`src/rtl/dmem_arbiter_if.sv`:
```
// Requester-side bus of the data memory arbiter: one request/response channel per port.
interface dmem_arbiter_if #(
  parameter int DataWidth = 32,
  parameter int Address   = 8
);
  logic                 req;
  logic                 we_re;
  logic [3:0]           mask;
  logic [Address-1:0]   addr;
  logic [DataWidth-1:0] wdata;
  logic                 gnt;
  logic                 rvalid;
  logic [DataWidth-1:0] rdata;
  logic                 rerr;

  modport master (
    output req, we_re, mask, addr, wdata,
    input  gnt, rvalid, rdata, rerr
  );

  modport slave (
    input  req, we_re, mask, addr, wdata,
    output gnt, rvalid, rdata, rerr
  );
endinterface

```
`src/rtl/dmem_arbiter.sv`:
```
// Round-robin arbiter/sequencer sharing a single-ported data memory between the
// LSU (port 0) and DMA/debug (port 1); one read outstanding at a time.
module dmem_arbiter #(
  parameter int DataWidth = 32,
  parameter int Address   = 8,
  parameter int TIMEOUT   = 15
) (
  input  logic                 clk,
  input  logic                 rst,
  dmem_arbiter_if.slave        io_req0,
  dmem_arbiter_if.slave        io_req1,
  output logic                 o_mem_request,
  output logic                 o_mem_we_re,
  output logic                 o_mem_load,
  output logic [3:0]           o_mem_mask,
  output logic [Address-1:0]   o_mem_address,
  output logic [DataWidth-1:0] o_mem_data_in,
  input  logic                 i_mem_valid,
  input  logic [DataWidth-1:0] i_mem_data_out,
  output logic                 o_busy
);

  // Counter holds 0..TIMEOUT-1; reaching the last value with no valid is the timeout.
  localparam int CntW = (TIMEOUT > 1) ? $clog2(TIMEOUT) : 1;
  localparam logic [CntW-1:0] CntLast = CntW'(TIMEOUT - 1);

  typedef enum logic {
    IDLE,
    RD_WAIT
  } state_t;

  state_t          r_state;
  logic            r_rr_ptr;
  logic            r_owner;
  logic [CntW-1:0] r_cnt;

  logic                 w_idle;
  logic                 w_wait;
  logic                 w_req0;
  logic                 w_req1;
  logic                 w_grant;
  logic                 w_win1;
  logic                 w_win_we;
  logic                 w_resp_ok;
  logic                 w_resp_to;
  logic                 w_resp;

  // NOTE: every signal gets a default at the top of always_comb so no path
  // leaves it unassigned; otherwise synthesis infers a latch.
  always_comb begin
    w_idle    = (r_state == IDLE) && !rst;
    w_wait    = (r_state == RD_WAIT) && !rst;
    w_req0    = w_idle && io_req0.req;
    w_req1    = w_idle && io_req1.req;
    w_grant   = w_req0 || w_req1;
    // Port 1 wins when alone, or when both ask and the pointer favours it.
    w_win1    = w_req1 && (!w_req0 || r_rr_ptr);
    w_win_we  = w_win1 ? io_req1.we_re : io_req0.we_re;
    w_resp_ok = w_wait && i_mem_valid;
    w_resp_to = w_wait && !i_mem_valid && (r_cnt == CntLast);
    w_resp    = w_resp_ok || w_resp_to;
  end

  // Memory pins are driven only while a grant is active, and are zero otherwise.
  always_comb begin
    o_mem_request = 1'b0;
    o_mem_we_re   = 1'b0;
    o_mem_load    = 1'b0;
    o_mem_mask    = 4'b0000;
    o_mem_address = '0;
    o_mem_data_in = '0;
    if (w_grant) begin
      o_mem_request = 1'b1;
      o_mem_we_re   = w_win_we;
      o_mem_load    = !w_win_we;
      if (w_win1) begin
        o_mem_mask    = io_req1.mask;
        o_mem_address = io_req1.addr;
        o_mem_data_in = io_req1.wdata;
      end else begin
        o_mem_mask    = io_req0.mask;
        o_mem_address = io_req0.addr;
        o_mem_data_in = io_req0.wdata;
      end
    end
  end

  assign io_req0.gnt    = w_grant && !w_win1;
  assign io_req1.gnt    = w_grant && w_win1;
  assign io_req0.rvalid = w_resp && !r_owner;
  assign io_req1.rvalid = w_resp && r_owner;
  assign io_req0.rerr   = w_resp_to && !r_owner;
  assign io_req1.rerr   = w_resp_to && r_owner;
  assign io_req0.rdata  = (w_resp_ok && !r_owner) ? i_mem_data_out : '0;
  assign io_req1.rdata  = (w_resp_ok && r_owner) ? i_mem_data_out : '0;
  assign o_busy         = w_wait;

  // NOTE: state registers use non-blocking assignments so every flop samples
  // pre-edge values regardless of statement order.
  always_ff @(posedge clk) begin
    if (rst) begin
      r_state  <= IDLE;
      r_rr_ptr <= 1'b0;
      r_owner  <= 1'b0;
      r_cnt    <= '0;
    end else if (r_state == IDLE) begin
      if (w_grant) begin
        r_rr_ptr <= !w_win1;
        if (!w_win_we) begin
          r_owner <= w_win1;
          r_cnt   <= '0;
          r_state <= RD_WAIT;
        end
      end
    end else begin
      if (w_resp) begin
        r_cnt   <= '0;
        r_state <= IDLE;
      end else begin
        r_cnt <= r_cnt + 1'b1;
      end
    end
  end

endmodule

```
`src/flat_wrapper.sv`:
```
// flat-port wrapper written by rule: the top's interface ports become plain ports
module dmem_arbiter_flat 
#(
  parameter int DataWidth = 32,
  parameter int Address   = 8,
  parameter int TIMEOUT   = 15
)
  (clk, rst, o_mem_request, o_mem_we_re, o_mem_load, o_mem_mask, o_mem_address, o_mem_data_in, i_mem_valid, i_mem_data_out, o_busy, io_req0_req, io_req0_we_re, io_req0_mask, io_req0_addr, io_req0_wdata, io_req0_gnt, io_req0_rvalid, io_req0_rdata, io_req0_rerr, io_req1_req, io_req1_we_re, io_req1_mask, io_req1_addr, io_req1_wdata, io_req1_gnt, io_req1_rvalid, io_req1_rdata, io_req1_rerr);
  dmem_arbiter_if #(.DataWidth(DataWidth), .Address(Address)) io_req0_i ();
  dmem_arbiter_if #(.DataWidth(DataWidth), .Address(Address)) io_req1_i ();
  input  logic clk;
  input  logic rst;
  output logic o_mem_request;
  output logic o_mem_we_re;
  output logic o_mem_load;
  output logic [3:0] o_mem_mask;
  output logic [Address-1:0] o_mem_address;
  output logic [DataWidth-1:0] o_mem_data_in;
  input  logic i_mem_valid;
  input  logic [DataWidth-1:0] i_mem_data_out;
  output logic o_busy;
  input wire logic [$bits(io_req0_i.req)-1:0] io_req0_req;
  input wire logic [$bits(io_req0_i.we_re)-1:0] io_req0_we_re;
  input wire logic [$bits(io_req0_i.mask)-1:0] io_req0_mask;
  input wire logic [$bits(io_req0_i.addr)-1:0] io_req0_addr;
  input wire logic [$bits(io_req0_i.wdata)-1:0] io_req0_wdata;
  output wire logic [$bits(io_req0_i.gnt)-1:0] io_req0_gnt;
  output wire logic [$bits(io_req0_i.rvalid)-1:0] io_req0_rvalid;
  output wire logic [$bits(io_req0_i.rdata)-1:0] io_req0_rdata;
  output wire logic [$bits(io_req0_i.rerr)-1:0] io_req0_rerr;
  input wire logic [$bits(io_req1_i.req)-1:0] io_req1_req;
  input wire logic [$bits(io_req1_i.we_re)-1:0] io_req1_we_re;
  input wire logic [$bits(io_req1_i.mask)-1:0] io_req1_mask;
  input wire logic [$bits(io_req1_i.addr)-1:0] io_req1_addr;
  input wire logic [$bits(io_req1_i.wdata)-1:0] io_req1_wdata;
  output wire logic [$bits(io_req1_i.gnt)-1:0] io_req1_gnt;
  output wire logic [$bits(io_req1_i.rvalid)-1:0] io_req1_rvalid;
  output wire logic [$bits(io_req1_i.rdata)-1:0] io_req1_rdata;
  output wire logic [$bits(io_req1_i.rerr)-1:0] io_req1_rerr;
  assign io_req0_i.req = io_req0_req;
  assign io_req0_i.we_re = io_req0_we_re;
  assign io_req0_i.mask = io_req0_mask;
  assign io_req0_i.addr = io_req0_addr;
  assign io_req0_i.wdata = io_req0_wdata;
  assign io_req0_gnt = io_req0_i.gnt;
  assign io_req0_rvalid = io_req0_i.rvalid;
  assign io_req0_rdata = io_req0_i.rdata;
  assign io_req0_rerr = io_req0_i.rerr;
  assign io_req1_i.req = io_req1_req;
  assign io_req1_i.we_re = io_req1_we_re;
  assign io_req1_i.mask = io_req1_mask;
  assign io_req1_i.addr = io_req1_addr;
  assign io_req1_i.wdata = io_req1_wdata;
  assign io_req1_gnt = io_req1_i.gnt;
  assign io_req1_rvalid = io_req1_i.rvalid;
  assign io_req1_rdata = io_req1_i.rdata;
  assign io_req1_rerr = io_req1_i.rerr;
  dmem_arbiter #(.DataWidth(DataWidth), .Address(Address), .TIMEOUT(TIMEOUT)) u_core (.clk(clk), .rst(rst), .io_req0(io_req0_i), .io_req1(io_req1_i), .o_mem_request(o_mem_request), .o_mem_we_re(o_mem_we_re), .o_mem_load(o_mem_load), .o_mem_mask(o_mem_mask), .o_mem_address(o_mem_address), .o_mem_data_in(o_mem_data_in), .i_mem_valid(i_mem_valid), .i_mem_data_out(i_mem_data_out), .o_busy(o_busy));
endmodule
```
`config.mk`:
```
export PLATFORM = sky130hd
export DESIGN_NAME = dmem_arbiter_flat
export DESIGN_NICKNAME = d
export VERILOG_FILES = /design/src/rtl/dmem_arbiter_if.sv /design/src/rtl/dmem_arbiter.sv /design/src/flat_wrapper.sv
export SDC_FILE = /design/constraint.sdc
export NUM_CORES = 1
export LEC_CHECK = 0
export CORE_AREA = 2 2 96 98
export CTS_CLUSTER_DIAMETER = 100
export CTS_CLUSTER_SIZE = 25
export DETAILED_ROUTE_END_ITERATION = 8
export DIE_AREA = 0 0 98 100
export PLACE_DENSITY_LB_ADDON = 0.15
export SLEW_MARGIN = 30
export SYNTH_ARGS = -nofsm -noshare
export SYNTH_HDL_FRONTEND = slang
export SYNTH_SLANG_ARGS = --single-unit
```
`constraint.sdc`:
```
create_clock -name clk -period 1.8 [get_ports clk]
set_input_delay 0.18 -clock clk [delete_from_list [all_inputs] [get_ports clk]]
set_output_delay 0.18 -clock clk [all_outputs]
set_load 0.01 [all_outputs]
```
# [Yosys cells after proc, flatten, opt, wreduce, memory -nomap -nowiden]
# Cells that the tools add are included.
[totals] reg_bits=7 latch_bits=0 ram_bits=0 mem_bits_ro=0 in_bits=127 output_inout_bits=118 word_cells=58 n_memories=0
[classes] addsub=1 n_mul=0 div_mod_pow=0 magnitude_cmp=0 eq_ne=2 shifts=0 n_mux=20 n_bitwise=2 n_reduce_logical=29
[ops] op="32-bit two-way mux" n=4
[ops] op="4-bit two-way mux" n=6
[ops] op="1-bit logical AND" n=16
[ops] op="8-bit two-way mux" n=2
[ops] op="1-bit two-way mux" n=8
[ops] op="1-bit logical NOT" n=6
[ops] op="4-bit by 1-bit adder with 4-bit output (second input constant)" n=1
[ops] op="4-bit == test (second input constant)" n=1
[ops] op="2-bit AND reduction" n=2
[ops] op="1-bit logical OR" n=3
[ops] op="3-bit AND reduction" n=1
[ops] op="2-bit by 1-bit inequality test with 1-bit output (second input constant)" n=1
[ops] op="1-bit NOT" n=2
[ops] op="2-bit nonzero test" n=1

# [Logic depth before layout (Yosys ltp)]
[depth] ltp_word=10 mapped_depth=6 mapped_depth_nobuf=6

# [Worst setup path before layout]
# No wires, ideal clock.
[synth_timing] path_type="flip-flop to output port" from="reg u_core.r_state" to="out io_req0_rdata[10]" arrival_time_ps=1132 t_required_ps=1620 path_slack_ps=488 stages_incl_launch_ff=6 n_path_buf=1 path_cell_list="dfxtp_1 nor2b_2 nand2_2 nor2_2 buf_2 and2_1"
[synth_via] elab_chain_len=4
[synth_lines] element="start: declaration" line="dmem_arbiter.sv:32" text="state_t r_state;"
[synth_lines] element="start signal: assignment" line="dmem_arbiter.sv:102" text="r_state <= IDLE;"
[synth_lines] element="start signal: assignment" line="dmem_arbiter.sv:112" text="r_state <= RD_WAIT;"
[synth_lines] element="start signal: assignment" line="dmem_arbiter.sv:118" text="r_state <= IDLE;"
[synth_lines] element="1-bit logical AND" line="dmem_arbiter.sv:52" text="w_wait = (r_state == RD_WAIT) && !rst;"
[synth_lines] element="net o_busy" line="flat_wrapper.sv:21" text="output logic o_busy;"
[synth_lines] element="1-bit logical AND" line="dmem_arbiter.sv:59" text="w_resp_ok = w_wait && i_mem_valid;"
[synth_lines] element="1-bit logical AND" line="dmem_arbiter.sv:94" text="assign io_req0.rdata = (w_resp_ok && !r_owner) ? i_mem_data_out : '0;"
[synth_lines] element="32-bit two-way mux" line="dmem_arbiter.sv:94"
[synth_lines] element="end: declaration" line="flat_wrapper.sv:29" text="output wire logic [$bits(io_req0_i.rdata)-1:0] io_req0_rdata;"
# The timed path passes the listed nets, and every way through them passes these cells.

# [Worst setup path in the final report]
[layout_timing] from="reg u_core.r_state" to="out io_req1_rdata[11]"
[layout_via] elab_chain_len=4
[layout_lines] element="1-bit logical AND" line="dmem_arbiter.sv:52"
[layout_lines] element="1-bit logical AND" line="dmem_arbiter.sv:59"
[layout_lines] element="1-bit logical AND" line="dmem_arbiter.sv:95" text="assign io_req1.rdata = (w_resp_ok && r_owner) ? i_mem_data_out : '0;"
[layout_lines] element="32-bit two-way mux" line="dmem_arbiter.sv:95"
[layout_lines] element="end: declaration" line="flat_wrapper.sv:38" text="output wire logic [$bits(io_req1_i.rdata)-1:0] io_req1_rdata;"
# Every way passes these cells.

==> impl_metrics.ini <==
[layout]
final_nets = 575
syn_to_final_growth_pct = 189
n_antenna_cell = 0
layoutNonFillerInstCount = 556
drive_gt1_frac = 0.371
fill_cells = 951

[grt]
busiest_layer = met2
antenna_found_initial = 0
grt_pass1_vias = 2303
grt_overflow_total = 0
grt_util_met1 = 0.221
grt_pass1_wl_um = 13800
grt_max_degree = 24
track_usage = 0.175
grt_util_met3 = 0.0244
grt_use_met2 = 0.329

[clock_network]
cts_root_buf = clkbuf_8
clk_pin_slew_ns = 0.04
cts_hold_buffers = 0
cts_tree = yes
cts.sinks = 7
numCtsBuffers = 3
cts_max_level = 1
clkLatencyLatePin_ns = 0.23
cts_buffer_depth = 2

[sta]
timing.final.ws_setup_ns = 0.0495
slew_headroom = 0.840
hold_violations = 0
period_needed_ns = 1.75
fin_tns_setup_ns = 0
worst_pin_slew_ns = 0.239
fmax_mhz = 571
slew_violations = 0
setup_viol = 0
finClkSkew_ns = 0.00106
rsz0062_at_grt = true
fin_crit_sh = 0.973

[yosys]
syn_area_mm2 = 0.00139
synth_edf_count = 0
ys_types = 35
synth_area_per_cell_um2 = 7.83
postSynthCellCount = 177
async_flop_share = 0
synth_warnings = 0
syn-num-nets = 306
ys_seq_area_frac = 0.101
synth_common_cells = and2_1 (64), a22o_1 (44), dfxtp_1 (7)
yosysTopAreaCellShare = 0.289
synth_area_leaders = and2_1 (29%), a22o_1 (28%), dfxtp_1 (10%)
synth_top_area_cell = and2_1
synth-seq-cells = 7
synthMostInstantiatedCell = and2_1
ys.flop_type = dfxtp_1

[pwr]
pwr-share-comb = 0.660
p_total_mw = 1.16
pwr_density_cell_mw_per_mm2 = 288
vdd.ir_drop.worst_mv = 0.346
p_switching_uw = 353
swShare = 0.305
seqPwrFrac = 0.148
p_int_uw = 803
p_clk_frac = 0.192
p_leak_nw = 1.98

[route]
drc = 0
wl_per_cell_um = 17.0
dr.pass1.iters = 4
dr_total_vias = 2397
drt-total-wl_um = 9480
drtIter0Drc = 29
viasPerCell = 4.31
detail-route-antenna-nets = 0

[placed_design]
place_ws_ns = -0.437
dp_hpwl_um = 7290
io_buffers = 244
globalplace.congestion = 0.744
place_inst = 535

[floorplanning]
initial_utilization = 0.156
die_area_mm2 = 0.00980
die_h_um = 100
core_area_mm2 = 0.00889
die_w_um = 98
rows = 35
io_pins = 245

[job]
cap_violations = 0

[run_status]
status = complete, no violations

[critical_path]
crit_type = reg2out
critical_path_required_ns = 1.62
crit_fanout = 16
crit_arrival_ns = 1.57
cp-start-kind = flop
crit_path_end_kind = output pin

[min_path]
hold_class = reg2reg
## stage by stage
step                 util  hold WS [ns]  instance area (µm²)
global placement    0.452         0.496                 4020
floorplan               -         0.252                 1390
global route        0.451         0.536                 4010
finish              0.451         0.507                 4010
CTS                 0.462         0.504                 4110
detailed placement  0.452         0.497                 4020
## power groups by stage
stage               clock network, mW  registers, mW  logic [mW]
floorplan                           0          0.171       0.251
global placement                    0          0.171       0.781
detailed placement                  0          0.172       0.785
CTS                             0.228          0.171       0.786
global route                    0.240          0.172       0.815
finish                          0.221          0.172       0.762
## layout by cell type, fill, tap and decap left out, types with 2 or more instances in the layout
cell type	n
nor3b_1	2
buf_16	4
clkbuf_8	3
clkbuf_2	37
nand3_1	2
and2_4	17
nor2_4	3
dfxtp_1	5
clkdlybuf4s15_1	4
a22o_1	44
inv_1	3
buf_12	6
a21o_1	2
buf_2	42
clkdlybuf4s50_1	125
a21oi_1	4
nand2_1	4
and2_1	47
buf_6	20
ha_1	2
nor2_1	4
buf_4	20
dlygate4sd2_1	18
## cell families after synthesis
logic type               count (synthesis)  share of synthesized area
AO/OA/AOI/OAI                           57                      0.345
adder cells (fa/ha/maj)                  2                     0.0180
buffers and inverters                   19                      0.125
flip-flops                               7                      0.101
multiplexers                             1                    0.00722
AND/OR/NAND/NOR                         91                      0.404
## critical path: stages, from the launching register on
cell and delay [ns]:
dfxtp_4 0.36, nor2b_4 0.15, nand2_2 0.08, buf_6 0.13
nor2_4 0.13, buf_8 0.16, buf_6 0.10, and2_4 0.14
buf_6 0.09
## path summary, 6_finish.rpt
kind,start,slack [ns],depth (start not counted),to
setup / recovery,u_core.r_state,0.05,8,io_req1_rdata[11]
hold / removal,u_core.r_cnt[1],0.51,1,u_core.r_cnt[1]
setup reg to reg,u_core.r_cnt[1],0.45,5,u_core.r_cnt[2]
hold reg to reg,u_core.r_cnt[1],0.51,1,u_core.r_cnt[1]
## layer usage
metal	wire [µm]	up-vias
li1	-	1176
met1	3830	1120
met2	5110	97
met3	481	4
met4	61	0
met5	0	-
## layout make-up
cell class	count	area, µm²	area share
repair buffers	279	2500	0.624
flip-flops and latches	7	145	0.0362
inverters	4	17.5	0.00437
multi-input cells	151	1160	0.290
clock buffers	4	45.0	0.0112
well taps	111	139	0.0346
## registers in the layout, indices dropped and copies added (netlist names)
signal,flops
u_core.r_cnt,4
u_core.r_state,1
u_core.r_owner,1
u_core.r_rr_ptr,1
## what timing repair did
item | in CTS | in global routing
endpoints found under the setup margin | 117 | 100
pin swaps | 5 | 14
resized for setup | 326 | 106
gates cloned | 5 | 1
setup buffers | 12 | 1
(Power assumes the default switching activity.)
